## config.mk

```make
export PLATFORM = sky130hd
export DESIGN_NAME = io_port_arbiter
export DESIGN_NICKNAME = d
export VERILOG_FILES = /design/src/rtl/io_port_pkg.sv /design/src/rtl/rr_arbiter.sv /design/src/rtl/io_port_arbiter.sv
export SDC_FILE = /design/constraint.sdc
export NUM_CORES = 1
export LEC_CHECK = 0
export CORE_MARGIN = 8
export CORE_UTILIZATION = 50
export DETAILED_ROUTE_END_ITERATION = 8
export GPL_ROUTABILITY_DRIVEN = 0
export HOLD_SLACK_MARGIN = 0.03
export PLACE_DENSITY = 0.95
export SYNTH_ARGS = -nofsm -noshare
export SYNTH_HDL_FRONTEND = slang
export SYNTH_SLANG_ARGS = --single-unit
```

## constraint.sdc

```tcl
create_clock -name clk -period 7.8 [get_ports clk]
set_clock_uncertainty 0.15 [all_clocks]
set_input_delay 1.56 -clock clk [delete_from_list [all_inputs] [get_ports clk]]
set_output_delay 1.56 -clock clk [all_outputs]
set_load 0.05 [all_outputs]
```

## src/rtl/io_port_pkg.sv

```systemverilog
// Shared definitions for the I/O port bank arbiter: FSM encoding, bank
// geometry, default address map and error code meaning.
package io_port_pkg;

  // Transaction sequencer states
  typedef enum logic [1:0] {
    ST_IDLE   = 2'd0,
    ST_ACCESS = 2'd1,
    ST_RESP   = 2'd2
  } state_t;

  // Port bank geometry
  localparam int NUM_PORTS = 16;
  localparam int PORT_W    = 8;
  localparam int BANK_W    = NUM_PORTS * PORT_W;

  // Default address map (both windows 16-aligned)
  localparam logic [7:0] DEF_OUT_BASE = 8'hE0;
  localparam logic [7:0] DEF_IN_BASE  = 8'hF0;

  // err flag meaning, valid alongside ack
  localparam logic ERR_OK      = 1'b0;  // access performed
  localparam logic ERR_ILLEGAL = 1'b1;  // write to input port or unmapped address

  // Width of a requester index; never narrower than one bit
  function automatic int idx_width(input int n);
    return (n > 1) ? $clog2(n) : 1;
  endfunction

endpackage

```

## src/rtl/rr_arbiter.sv

```systemverilog
// Combinational round-robin picker: first set request at or above ptr,
// wrapping modulo NUM_REQ.
module rr_arbiter
  import io_port_pkg::*;
#(
  parameter int NUM_REQ = 2,
  parameter int IDX_W   = idx_width(NUM_REQ)
) (
  input  logic [NUM_REQ-1:0] req,
  input  logic [IDX_W-1:0]   ptr,
  output logic [NUM_REQ-1:0] grant,
  output logic [IDX_W-1:0]   winner,
  output logic               any
);

  localparam logic [IDX_W:0] NUM_REQ_W = (IDX_W+1)'(NUM_REQ);

  logic [IDX_W:0] cand;
  logic           found;

  // Scan candidates starting at ptr; the first pending one wins
  always_comb begin
    grant  = '0;
    winner = '0;
    found  = 1'b0;
    cand   = '0;
    for (int i = 0; i < NUM_REQ; i++) begin
      cand = {1'b0, ptr} + (IDX_W+1)'(i);
      if (cand >= NUM_REQ_W) begin
        cand = cand - NUM_REQ_W;
      end
      if (!found && req[cand[IDX_W-1:0]]) begin
        found                    = 1'b1;
        winner                   = cand[IDX_W-1:0];
        grant[cand[IDX_W-1:0]]   = 1'b1;
      end
    end
  end

  assign any = |req;

endmodule

```

## src/rtl/io_port_arbiter.sv

```systemverilog
// Round-robin arbiter and access sequencer for the shared 8-bit I/O port
// bank. Owns the 16 output port registers; input ports are sampled directly.
//
// state     | meaning
// ----------+-------------------------------------------------------------
// ST_IDLE   | waiting for requests; latch winner's transaction, raise gnt
// ST_ACCESS | decode latched address, perform port write/read, set err
// ST_RESP   | pulse ack to the winner, rotate rr_ptr past it, drop gnt
module io_port_arbiter
  import io_port_pkg::*;
#(
  parameter int         NUM_REQ  = 2,
  parameter logic [7:0] OUT_BASE = DEF_OUT_BASE,
  parameter logic [7:0] IN_BASE  = DEF_IN_BASE
) (
  input  logic                  clk,
  input  logic                  reset,
  input  logic [NUM_REQ-1:0]    req,
  input  logic [NUM_REQ-1:0]    req_we,
  input  logic [8*NUM_REQ-1:0]  req_addr,
  input  logic [8*NUM_REQ-1:0]  req_wdata,
  output logic [NUM_REQ-1:0]    gnt,
  output logic [NUM_REQ-1:0]    ack,
  output logic                  err,
  output logic [7:0]            rdata,
  input  logic [BANK_W-1:0]     port_in,
  output logic [BANK_W-1:0]     port_out
);

  localparam int               IDX_W    = idx_width(NUM_REQ);
  localparam logic [IDX_W-1:0] LAST_IDX = IDX_W'(NUM_REQ - 1);

  // Elaboration-time sanity of the parameter set
  generate
    if (NUM_REQ < 2 || NUM_REQ > 8) begin : g_bad_num_req
      $error("io_port_arbiter: NUM_REQ must be in 2..8");
    end
    if (OUT_BASE[3:0] != 4'h0 || IN_BASE[3:0] != 4'h0) begin : g_bad_align
      $error("io_port_arbiter: OUT_BASE and IN_BASE must be 16-aligned");
    end
    if (OUT_BASE[7:4] == IN_BASE[7:4]) begin : g_bad_overlap
      $error("io_port_arbiter: OUT_BASE and IN_BASE must be distinct");
    end
  endgenerate

  state_t               state_q;
  state_t               state_d;
  logic [IDX_W-1:0]     rr_ptr;

  logic [NUM_REQ-1:0]   arb_grant;
  logic [IDX_W-1:0]     arb_winner;
  logic                 arb_any;

  logic                 lat_we;
  logic [7:0]           lat_addr;
  logic [PORT_W-1:0]    lat_wdata;
  logic [IDX_W-1:0]     lat_idx;

  logic [NUM_REQ-1:0]   gnt_q;
  logic [NUM_REQ-1:0]   gnt_d;
  logic [NUM_REQ-1:0]   ack_q;
  logic [NUM_REQ-1:0]   ack_d;
  logic                 err_q;
  logic [PORT_W-1:0]    rdata_q;
  logic [BANK_W-1:0]    port_q;

  logic [3:0]           acc_off;
  logic                 hit_out;
  logic                 hit_in;

  rr_arbiter #(
    .NUM_REQ (NUM_REQ),
    .IDX_W   (IDX_W)
  ) u_rr_arbiter (
    .req    (req),
    .ptr    (rr_ptr),
    .grant  (arb_grant),
    .winner (arb_winner),
    .any    (arb_any)
  );

  // Window decode of the latched address; offset is the low nibble
  assign acc_off = lat_addr[3:0];
  assign hit_out = (lat_addr[7:4] == OUT_BASE[7:4]);
  assign hit_in  = (lat_addr[7:4] == IN_BASE[7:4]);

  // State register
  always_ff @(posedge clk) begin
    if (!reset) begin
      state_q <= ST_IDLE;
    end else begin
      state_q <= state_d;
    end
  end

  // Next-state logic: every granted transaction runs to completion
  always_comb begin
    state_d = state_q;
    case (state_q)
      ST_IDLE:   if (arb_any) state_d = ST_ACCESS;
      ST_ACCESS: state_d = ST_RESP;
      ST_RESP:   state_d = ST_IDLE;
      default:   state_d = ST_IDLE;
    endcase
  end

  // Output logic: next values of the registered gnt/ack handshake lines
  always_comb begin
    gnt_d = '0;
    ack_d = '0;
    case (state_q)
      ST_IDLE: begin
        if (arb_any) gnt_d = arb_grant;
      end
      ST_ACCESS: begin
        gnt_d = gnt_q;
      end
      ST_RESP: begin
        // gnt_q is the one-hot of the winner, so it doubles as the ack vector
        ack_d = gnt_q;
      end
      default: begin
        gnt_d = '0;
        ack_d = '0;
      end
    endcase
  end

  // Registered handshake outputs
  always_ff @(posedge clk) begin
    if (!reset) begin
      gnt_q <= '0;
      ack_q <= '0;
    end else begin
      gnt_q <= gnt_d;
      ack_q <= ack_d;
    end
  end

  // Datapath: transaction latch, port registers, read data, error, rr pointer
  always_ff @(posedge clk) begin
    if (!reset) begin
      rr_ptr    <= '0;
      lat_we    <= 1'b0;
      lat_addr  <= '0;
      lat_wdata <= '0;
      lat_idx   <= '0;
      port_q    <= '0;
      rdata_q   <= '0;
      err_q     <= ERR_OK;
    end else begin
      case (state_q)
        ST_IDLE: begin
          if (arb_any) begin
            lat_we    <= req_we[arb_winner];
            lat_addr  <= req_addr[{arb_winner, 3'b000} +: 8];
            lat_wdata <= req_wdata[{arb_winner, 3'b000} +: PORT_W];
            lat_idx   <= arb_winner;
          end
        end
        ST_ACCESS: begin
          if (hit_out) begin
            err_q <= ERR_OK;
            if (lat_we) begin
              port_q[{acc_off, 3'b000} +: PORT_W] <= lat_wdata;
            end else begin
              rdata_q <= port_q[{acc_off, 3'b000} +: PORT_W];
            end
          end else if (hit_in) begin
            if (lat_we) begin
              // Input ports are read-only; leave rdata alone
              err_q <= ERR_ILLEGAL;
            end else begin
              rdata_q <= port_in[{acc_off, 3'b000} +: PORT_W];
              err_q   <= ERR_OK;
            end
          end else begin
            rdata_q <= '0;
            err_q   <= ERR_ILLEGAL;
          end
        end
        ST_RESP: begin
          rr_ptr <= (lat_idx == LAST_IDX) ? '0 : lat_idx + IDX_W'(1);
        end
        default: begin
          rr_ptr <= rr_ptr;
        end
      endcase
    end
  end

  assign gnt      = gnt_q;
  assign ack      = ack_q;
  assign err      = err_q;
  assign rdata    = rdata_q;
  assign port_out = port_q;

endmodule

```

# ---- Word level (Yosys, flattened, before mapping)
# Cells that the tools add are included.
dict set report totals {
  ff_bits 162
  input_bits 166
  out_inout_bits 141
  word_cells 77
}
dict set report op_classes {
  add_sub_neg 5
  magnitude_cmp 7
  eq_ne 7
  shift 6
  n_mux 30
  bitwise_logic 1
  n_reduce_logical 10
}
# operator n
set ops {}
lappend ops {{128-bit by 8-bit variable part select with 8-bit output} 2}
lappend ops {{128-bit bitwise mux} 1}
lappend ops {{8-bit by 9-bit variable shift with 128-bit output, first input constant} 1}
lappend ops {{8-bit by 9-bit variable part select with 128-bit output} 1}
lappend ops {{8-bit 2-to-1 mux} 4}
lappend ops {{16-bit by 5-bit variable part select with 8-bit output} 2}
lappend ops {{1-bit 2-to-1 mux} 17}
lappend ops {{7-bit negation with 9-bit output} 1}
lappend ops {{4-bit == test, second input constant} 2}
lappend ops {{2-bit 2-to-1 mux} 4}
lappend ops {{2-bit case mux with 2 select lines} 2}
lappend ops {{1-bit by 2-bit less-than comparator with 1-bit output, second input constant} 3}
lappend ops {{2-bit != test, second input constant} 3}
lappend ops {{3-bit AND reduction} 2}
lappend ops {{2-bit AND reduction} 2}
lappend ops {{1-bit logical AND} 3}
lappend ops {{1-bit by 1-bit adder with 2-bit output, second input constant} 1}
lappend ops {{1-bit demux with 1-bit select} 2}
lappend ops {{2-bit by 1-bit == test with 1-bit output, second input constant} 1}
lappend ops {{2-bit == test, second input constant} 1}
lappend ops {{1-bit greater-or-equal comparator, second input constant} 2}
lappend ops {{1-bit by 2-bit greater-or-equal comparator with 1-bit output, second input constant} 1}
lappend ops {{2-bit greater-or-equal comparator, second input constant} 1}
lappend ops {{2-bit logical NOT} 1}
lappend ops {{5 further kinds} 6}

# ---- Depth between registers and ports, before layout
# Gate-level depths: netlist (run 1).
dict set report logic_depth {
  ltp_word 11
  mapped_depth 11
  mapped_depth_nobuf 7
}

# ---- Hierarchy
# From an unflattened synthesis (run 1), not the netlist that was laid out.
dict set report unflattened {
  hier_cells 834
  area_unflattened_um2 9106.2
}
# mod n_inst cells_per_inst area_per_inst_um2 seq_area_each_um2
set modules_own_cells {}
lappend modules_own_cells {io_port_arbiter 1 829 9073.7 3243.1}
lappend modules_own_cells {rr_arbiter 1 5 32.5 0.0}

# ---- Worst setup path before layout (run 1)
# OpenSTA, ideal clock, no wires.
dict set report synth_timing {
  path_kind {input port to flip-flop}
  startpoint {in req[0]}
  endpoint {reg lat_addr[3]}
  setup_time_ns 0.116
  t_arrival_ns 2.620
  required_ns 7.534
  path_slack_ns 4.914
  path_stages 7
  path_buffers 2
  cell_sequence {inv_1 -> o21ai_0 -> buf_2 -> buf_2 -> mux2i_1 -> nand2_1 -> o211a_1}
}
dict set report synth_via {
  elab_chain_cells 7
  elab_cells_between_ends 12
  classes_between {1 x shift; 7 x mux; 4 x reduce/logical}
}
# element line_no
set synth_rtl {}
lappend synth_rtl {{from (decl)} io_port_arbiter.sv:18} ;# input logic [NUM_REQ-1:0] req,
lappend synth_rtl {{1-bit 2-to-1 mux (not written as such) (2 in a row)} rr_arbiter.sv:32} ;# if (!found && req[cand[IDX_W-1:0]]) begin
lappend synth_rtl {{1-bit 2-to-1 mux} rr_arbiter.sv:32}
lappend synth_rtl {{1-bit logical NOT} rr_arbiter.sv:32}
lappend synth_rtl {{1-bit logical AND} rr_arbiter.sv:32}
lappend synth_rtl {{1-bit 2-to-1 mux} rr_arbiter.sv:32}
lappend synth_rtl {{16-bit by 5-bit variable part select with 8-bit output} io_port_arbiter.sv:156} ;# lat_addr <= req_addr[{arb_winner, 3'b000} +: 8];
lappend synth_rtl {{to (signal assigned)} io_port_arbiter.sv:156}
lappend synth_rtl {{to (decl)} io_port_arbiter.sv:55} ;# logic [7:0] lat_addr;
# Several ways; a longest one is shown, not always the timed one. The select of a mux whose other input is x is not followed.
# A chain may end at the register's enable or synchronous reset.

# ---- Final worst setup path (run 1)
dict set report layout_timing {
  startpoint {reg lat_addr[0]}
  endpoint {reg port_q[66] (netlist: port_out[66])}
}
dict set report layout_via {
  elab_chain_cells 3
  elab_cells_between_ends 4
  classes_between {1 x add/sub; 2 x shift; 1 x mux}
}
# element line_no
set layout_rtl {}
lappend layout_rtl {{7-bit negation with 9-bit output (*)} io_port_arbiter.sv:165} ;# port_q[{acc_off, 3'b000} +: PORT_W] <= lat_wdata;
lappend layout_rtl {{8-bit by 9-bit variable part select with 128-bit output or 8-bit by 9-bit variable shift with 128-bit output (tied branches)} io_port_arbiter.sv:165}
lappend layout_rtl {{128-bit bitwise mux (*)} io_port_arbiter.sv:165}
lappend layout_rtl {{to (signal, indexed assignment)} io_port_arbiter.sv:165}
lappend layout_rtl {{to (decl)} io_port_arbiter.sv:65} ;# logic [BANK_W-1:0] port_q;
# Mark *: on every way between the ends. The rest lies on a longest branch, timed or not.

==> results of run 1 <==
==> state kept, by name, indices dropped and copies added, names as in the netlist <==
register and cells:
gnt 2, state_q 2, lat_we 1, ack 2, err 1, lat_addr 8, lat_wdata 8, port_out 128
rr_ptr 1, rdata 8, lat_idx 1
==> where the power goes <==
group	internal (mW)	switching, mW
sequential	0.844	0.0533
clock	0.467	0.356
combinational	0.202	0.204
total	1.51	0.614
==> cell usage after synthesis, types with 2 or more instances <==
cell type,number
buf_4,9
or3_1,2
nor3_1,3
o211a_1,17
nand3_1,11
o221a_2,8
nand2b_1,7
o311ai_0,2
nor2_1,13
buf_2,26
mux2_2,3
and4b_1,2
a21oi_1,13
a22oi_1,22
nand4_1,4
clkbuf_1,31
a22o_1,2
nor3b_1,2
o211ai_1,6
mux4_2,40
dfxtp_1,162
and2_1,29
a211oi_1,9
o21ai_0,42
a21boi_1,6
buf_1,4
nor2b_1,105
mux2i_1,167
a21boi_0,35
inv_1,7
a21oi_4,3
ha_1,4
and3_1,10
nand2_1,58
==> cell type report <==
type / count / area [sq um] / share of cell area, %
repair buffers: 313 / 3110 / 24.6
clock inverters: 11 / 101 / 0.801
well taps: 229 / 287 / 2.26
clock buffers: 20 / 468 / 3.70
flip-flops and latches: 162 / 3250 / 25.7
inverters: 7 / 26.3 / 0.208
multi-input cells: 643 / 5410 / 42.7
==> critical path, cell delays in order (launching register included) <==
cell and delay (ns):
dfxtp_4 0.76, inv_1 0.18, ha_1 0.35, nor2b_1 0.22, a31oi_2 0.96, nand3b_1 0.55, mux2i_1 0.28, nor2b_1 0.07
==> per-stage QoR <==
stage	power, mW	instances	setup slack [ns]
2_1_floorplan	1.14	882	4.91
3_3_place_gp	1.30	1354	4.05
3_5_place_dp	1.31	1354	3.99
4_1_cts	2.12	1385	4.21
5_1_grt	2.19	1385	3.95
6_report	2.13	1385	4.15
==> cells by family after synthesis <==
group | share of synthesized area [%]
simple gates | 16.2
mux | 29.0
compound gates | 14.2
flops | 36.0
buf+inv | 3.95
fa+ha+maj | 0.556
xor+xnor | 0.0973
==> final timing paths <==
kind              slack [ns]            to   startpoint
setup / recovery        4.15  port_out[66]  lat_addr[0]
hold / removal          0.35        ack[1]       gnt[1]
setup reg to reg        4.15  port_out[66]  lat_addr[0]
hold reg to reg         0.35        ack[1]       gnt[1]
==> metal layers <==
| layer | GRT usage [%] | part of all wire (%) |
|---|---|---|
| met5 | 0 | 0 |
| met4 | 13.7 | 4.6 |
| met3 | 8.42 | 10 |
| met2 | 50.7 | 49 |
| met1 | 33.5 | 37 |
==> flow_metrics.py, run 1 <==
metrics = {
    "outcome": {
        "status": "completed",
    },
    "grt": {
        "antenna_found_initial": 0,
        "first_global_vias": 8336,
        "grt_remaining_overflow": 0,
        "grt_pass1_wl_mm": 50.4,
        "grt.total_usage_pct": 29.6,
        "grt_max_degree": 123,
    },
    "yosys": {
        "syn-num-nets": 1052,
        "syn_area_sq_mm": 0.00900,
        "synth_ff_type": "dfxtp_1",
        "synth_area_leader_cell": "dfxtp_1",
        "syn-instance-count": 882,
        "ys_types": 52,
        "synth_edf_count": 0,
        "netlist_top_cells_area": "dfxtp_1 36%, mux2i_1 19%, mux4_2 10%",
        "yosys_warnings": 0,
        "async_reset_ff_share_pct": 0,
        "synth.top_cell.area_share_pct": 36.0,
        "yosysSeqAreaShare_pct": 36.0,
        "avgSynthCellArea_sq_um": 10.2,
        "ys_ff_latch": 162,
    },
    "worst_setup_path": {
        "cp_data_arrival_time_ns": 3.82,
        "end_kind": "flip-flop",
        "critPathMaxFanout": 41,
        "critPathLaunchType": "flip-flop",
        "worst-setup-path-type": "reg -> reg",
        "rr_worst_depth": 7,
        "cp.required_ns": 7.97,
    },
    "power": {
        "p_per_area_mw_per_mm2": 168,
        "peakVddDrop_mv": 0.160,
        "p_leak_nw": 4.79,
    },
    "min_path": {
        "min_path_cells": 1,
        "hold_path_class": "reg -> reg",
    },
    "place": {
        "io_buffers": 306,
        "hpwl_mm": 25.7,
        "dpl-instance-area_sq_mm": 0.0121,
    },
    "timing": {
        "setup-tns-final_ns": 0,
        "max_slew.worst_pin.slew_ns": 1.20,
        "drv_slew": 0,
        "rsz0062_at_grt": "false",
        "final_hold_viol_count": 0,
        "fin_crit_sh_pct": 46.8,
        "maxSlewHeadroom_pct": 19.9,
        "min_period_ns": 3.65,
        "finalSetupViolCount": 0,
        "fmax_ghz": 0.274,
        "holdWs_ns": 0.348,
    },
    "clock_network": {
        "cts_resized": 0,
        "path_clk_slew_ns": 0.06,
        "post-cts-setup-buffers": 0,
        "numClockSinks": 162,
        "cts_tree": "built",
        "clk_latency_ns": 0.43,
        "htree_num_levels": 4,
        "root_buffer": "clkbuf_16",
        "cts_made_buffers": 17,
        "cts_hold_buf": 0,
        "cts_buffer_depth": 2,
    },
    "floorplan": {
        "die_w_um": 150,
        "rows": 49,
        "ios": 307,
        "core_sq_mm": 0.0178,
        "die_area_sq_mm": 0.0225,
        "initial_core_util_pct": 50.4,
        "die_y_um": 150,
    },
    "job": {
        "cap_violations": 0,
    },
    "layout": {
        "layout-drive-gt1-share_pct": 9.26,
        "final_area_sq_mm": 0.0127,
        "fillers": 1259,
        "syn_to_final_growth_pct": 40.6,
        "mostFrequentLayoutCell": "clkdlybuf4s50_1",
        "layout_common_cells": "305 x clkdlybuf4s50_1, 167 x mux2i_1, 159 x dfxtp_1",
        "postLayoutCoreUtil_pct": 70.9,
        "nNetsFinal": 1314,
        "antenna-diode-count": 0,
    },
    "detailed_routing": {
        "drtIter0Drc": 851,
        "vias_per_cell": 6.00,
        "ant_nets": 0,
        "drc": 0,
        "first_pass_iters": 6,
        "wl_per_cell_um": 25.2,
        "finalWirelength_mm": 35.0,
        "vias": 8308,
    },
}
Note: power is estimated with default switching activity, not from simulation.
==> inputs of run 2 (changes only) <==
Settings changed: CORE_UTILIZATION 50 to 42, PLACE_DENSITY 0.95 to 0.89.
Clock period 7.8 ns to 3 ns, I/O delays scaled along.
==> flow_metrics.py, run 2 (synthesis gave the netlist of run 1 again) <==
metrics = {
    "grt": {
        "antenna_found_initial": 0,
        "grt_remaining_overflow": 0,
        "grt.total_usage_pct": 26.6,
        "first_global_vias": 8549,
        "grt_pass1_wl_mm": 53.4,
        "grt_max_degree": 87,
    },
    "layout": {
        "nNetsFinal": 1343,
        "layout-drive-gt1-share_pct": 11.6,
        "antenna-diode-count": 0,
        "multiInputGateArea_sq_mm": 0.00541,
        "mostFrequentLayoutCell": "clkdlybuf4s50_1",
        "syn_to_final_growth_pct": 44.3,
        "fillers": 1687,
        "seq_area_sq_mm": 0.00325,
        "layout_common_cells": "305 x clkdlybuf4s50_1, 167 x mux2i_1, 159 x dfxtp_1",
        "largest_reg_flops": 128,
    },
    "worst_setup_path": {
        "rr_worst_depth": 6,
        "r2r_end": "rdata[7]",
        "reg2reg_slack_ns": 0.32,
        "critPathMaxFanout": 32,
        "worst-setup-path-type": "reg -> reg",
        "cp_data_arrival_time_ns": 2.85,
        "reg2reg_from": "lat_addr[0]",
        "cp.required_ns": 3.17,
        "critPathLaunch": "lat_addr[0]",
        "end_kind": "flip-flop",
        "critPathLaunchType": "flip-flop",
        "crit_end": "rdata[7]",
    },
    "clock_network": {
        "numClockSinks": 162,
        "htree_num_levels": 4,
        "cts_made_buffers": 17,
        "path_clk_slew_ns": 0.07,
        "clk_latency_ns": 0.44,
        "cts_buffer_depth": 2,
        "cts_hold_buf": 0,
        "root_buffer": "clkbuf_16",
        "cts_tree": "built",
        "post-cts-setup-buffers": 0,
        "cts_resized": 0,
    },
    "timing": {
        "fin_crit_sh_pct": 89.3,
        "fmax_ghz": 0.373,
        "drv_slew": 0,
        "setup-tns-final_ns": 0,
        "min_period_ns": 2.68,
        "finalSetupViolCount": 0,
        "rsz0062_at_grt": "false",
        "max_slew.worst_pin.slew_ns": 0.808,
        "maxSlewHeadroom_pct": 45.5,
        "final_hold_viol_count": 0,
        "layout_setup_ws_ns": 0.322,
    },
    "min_path": {
        "hold_path_class": "reg -> reg",
        "min_path_cells": 2,
    },
    "power": {
        "swShare_pct": 30.0,
        "p_int_mw": 3.94,
        "p_per_area_mw_per_mm2": 433,
        "power_frac_comb_pct": 21.1,
        "seqPwrFrac_pct": 40.4,
        "p_leak_nw": 4.94,
        "peakVddDrop_mv": 0.375,
        "finalPower_mw": 5.63,
        "switching_power_mw": 1.69,
        "power_frac_clock_pct": 38.5,
    },
    "detailed_routing": {
        "finalWirelength_mm": 36.6,
        "ant_nets": 0,
        "vias_per_cell": 5.78,
        "vias": 8451,
        "drc": 0,
        "first_pass_iters": 5,
        "wl_per_cell_um": 25.0,
        "drtIter0Drc": 823,
    },
    "floorplan": {
        "die_w_um": 162,
        "initial_core_util_pct": 42.8,
        "die_y_um": 162,
        "ios": 307,
        "core_sq_mm": 0.0210,
        "rows": 53,
        "die_area_sq_mm": 0.0264,
    },
    "place": {
        "io_buffers": 306,
        "place_ws_ns": 0.189,
        "hpwl_mm": 27.7,
    },
    "job": {
        "cap_violations": 0,
    },
    "outcome": {
        "status": "completed",
    },
}
==> run 2: worst min-delay path by stage <==
stage / startpoint / end / slack (ns)
after floorplan: lat_addr[7] / lat_addr[7] / 0.38
after global placement: port_out[48] / port_out[48] / 0.34
after detailed placement: port_out[48] / port_out[48] / 0.34
after CTS: port_out[48] / port_out[48] / 0.35
after global routing: gnt[0] / ack[0] / 0.38
final: port_out[26] / port_out[26] / 0.36
==> run 2: worst max-delay path: stages, from the launching register on <==
cell	delay [ns]
dfxtp_4	0.49
buf_12	0.29
nor2b_1	0.66
a22oi_1	0.36
a21oi_1	0.22
a211oi_1	0.08
o221a_2	0.28
==> run 2: power by group through the flow <==
| stage | combinational, mW | clock, mW | sequential (mW) |
|---|---|---|---|
| global route | 1.25 | 2.28 | 2.28 |
| floorplan | 0.642 | 0 | 2.32 |
| detailed placement | 1.14 | 0 | 2.34 |
| global placement | 1.13 | 0 | 2.33 |
| finish | 1.19 | 2.17 | 2.28 |
| CTS | 1.15 | 2.18 | 2.29 |
==> run 2: final cells by class <==
| type | count | area share, % |
|---|---|---|
| multi-input combinational | 643 | 41.6 |
| timing repair buffer | 342 | 26.0 |
| sequential | 162 | 25.0 |
| clock buffer | 18 | 3.30 |
| tap | 275 | 2.65 |
| clock inverter | 14 | 1.14 |
| inverter | 7 | 0.202 |
==> run 2: routing by layer <==
metal / up-vias / global-route usage (%) / part of all wire, %
met4: 0 / 11.4 / 4.0
met5: - / 0 / 0
li1: 3812 / - / -
met3: 101 / 7.20 / 10
met2: 516 / 45.9 / 49
met1: 4022 / 30.4 / 37
==> run 2: through the flow <==
step	util (%)	instance area, sq um	instances	hold slack (ns)
finish	61.8	13000	1461	0.358
detailed placement	59.0	12400	1428	0.343
CTS	61.7	13000	1460	0.354
global route	61.8	13000	1461	0.382
floorplan	-	9000	882	0.377
global placement	59.0	12400	1428	0.336
==> inputs of run 3 (changes only) <==
Settings changed: CORE_MARGIN 8 to 3, CORE_UTILIZATION 42 to 46, PLACE_DENSITY 0.89 to 0.92.
Clock period 3 ns to 2.5 ns, I/O delays scaled along.
==> flow_metrics.py, run 3 (synthesis gave the netlist of run 1 again) <==
metrics = {
    "power": {
        "peakVddDrop_mv": 0.364,
        "p_leak_nw": 5.01,
        "p_per_area_mw_per_mm2": 519,
    },
    "grt": {
        "grt_remaining_overflow": 0,
        "grt_util_met3_pct": 9.03,
        "grt_max_degree": 72,
        "gr-usage-met1_pct": 36.8,
        "grt-busiest-layer": "met2",
        "first_global_vias": 8495,
        "grt_pass1_wl_mm": 51.0,
        "met2_usage_pct": 51.7,
        "grt.total_usage_pct": 30.7,
        "antenna_found_initial": 0,
    },
    "timing": {
        "drv_slew": 0,
        "final_hold_viol_count": 0,
        "fmax_ghz": 0.418,
        "max_slew.worst_pin.slew_ns": 0.634,
        "setup-tns-final_ns": 0,
        "min_period_ns": 2.39,
        "maxSlewHeadroom_pct": 57.2,
        "finalSetupViolCount": 0,
        "fin_crit_sh_pct": 95.7,
        "holdWs_ns": 0.358,
        "rsz0062_at_grt": "false",
    },
    "worst_setup_path": {
        "critPathLaunch": "lat_addr[1]",
        "r2r_end": "rdata[2]",
        "cp_data_arrival_time_ns": 2.56,
        "rr_worst_depth": 6,
        "worst-setup-path-type": "reg -> reg",
        "critPathLaunchType": "flip-flop",
        "cp.required_ns": 2.66,
        "critPathMaxFanout": 21,
        "crit_end": "rdata[2]",
        "end_kind": "flip-flop",
        "reg2reg_from": "lat_addr[1]",
        "reg2reg_slack_ns": 0.11,
    },
    "detailed_routing": {
        "drc": 0,
        "first_pass_iters": 6,
        "ant_nets": 0,
        "wl_per_cell_um": 23.5,
        "vias_per_cell": 5.89,
        "drtIter0Drc": 802,
        "finalWirelength_mm": 34.1,
        "vias": 8571,
    },
    "layout": {
        "largest_reg_flops": 128,
        "syn_to_final_growth_pct": 45.9,
        "layout_common_cells": "303 x clkdlybuf4s50_1, 167 x mux2i_1, 159 x dfxtp_1",
        "mostFrequentLayoutCell": "clkdlybuf4s50_1",
        "layout-drive-gt1-share_pct": 13.0,
        "nNetsFinal": 1353,
        "antenna-diode-count": 0,
    },
    "clock_network": {
        "numClockSinks": 162,
        "cts_tree": "built",
        "htree_num_levels": 4,
        "root_buffer": "clkbuf_16",
        "cts_buffer_depth": 2,
        "cts_made_buffers": 17,
        "path_clk_slew_ns": 0.07,
        "clk_latency_ns": 0.43,
    },
    "floorplan": {
        "initial_core_util_pct": 47.5,
        "die_w_um": 146,
        "rows": 50,
        "ios": 307,
        "die_y_um": 146,
        "die_area_sq_mm": 0.0213,
        "core_sq_mm": 0.0190,
    },
    "place": {
        "io_buffers": 306,
        "hpwl_mm": 25.8,
    },
    "job": {
        "cap_violations": 0,
    },
    "outcome": {
        "status": "completed",
    },
    "min_path": {
        "hold_path_class": "reg -> reg",
    },
}
[run 3: changes by cell type in the layout (fill, tap and decap cells not counted), moves of 2 or more]
| cell | before | now |
|---|---|---|
| clkdlybuf4s50_1 | 305 | 303 |
| nor2_1 | 13 | 10 |
| inv_8 | 3 | 1 |
| buf_4 | 33 | 42 |
| nor2_2 | 1 | 3 |
| buf_12 | 4 | 7 |
| clkinvlp_4 | 3 | 0 |
[run 3: worst max-delay path, cell delays in order (launching register included)]
cell      delay, ns
dfxtp_2        0.49
buf_4          0.35
nor2b_1        0.54
a22oi_1        0.20
a21oi_1        0.21
a211oi_1       0.07
o221a_2        0.25
[run 3: layout make-up]
cell class                 count  area (sq um)
clock buffer                  17           425
clock inverter                13           155
fill                        1391          5830
inverter                       7          26.3
multi-input combinational    643          5460
sequential                   162          3250
tap                          260           325
timing repair buffer         352          3490
[run 3: report_power, final]
group | internal [mW] | switching [mW]
Combinational | 0.722 | 0.745
Sequential | 2.63 | 0.0964
Clock | 1.48 | 1.13
Total | 4.84 | 1.98
[run 3: routing by layer]
metal  routed length [um]  up-vias
met5                    0        -
met1                12700     4050
met3                 3480      117
li1                     -     3823
met4                 1500        0
met2                16500      581
[run 3: how the worst min path moves through the flow]
stage / startpoint / endpoint / cells past startpoint
floorplan: lat_addr[7] / lat_addr[7] / 1
global placement: port_out[48] / port_out[48] / 2
detailed placement: port_out[48] / port_out[48] / 2
CTS: port_out[48] / port_out[48] / 2
global route: gnt[1] / ack[1] / 1
finish: gnt[1] / ack[1] / 1
[run 3: metrics by stage]
step	instances	util, %	setup slack [ns]	power (mW)	area, sq um
final	1454	69.3	0.108	6.82	13100
after global placement	1421	65.9	0.116	4.18	12500
after floorplan	882	-	0.00541	3.57	9020
after detailed placement	1421	65.9	0.0126	4.21	12500
after CTS	1451	69.0	0.00935	6.78	13100
after global routing	1454	69.3	0.00961	7.01	13100
[run 3: timing repair]
action / in CTS / in global routing
gates resized for setup: 1 / 7
hold buffers: 0 / 0
buffers inserted: 0 / 3
endpoints found under the hold margin: 0 / 0
endpoints found under the setup margin: 2 / 74
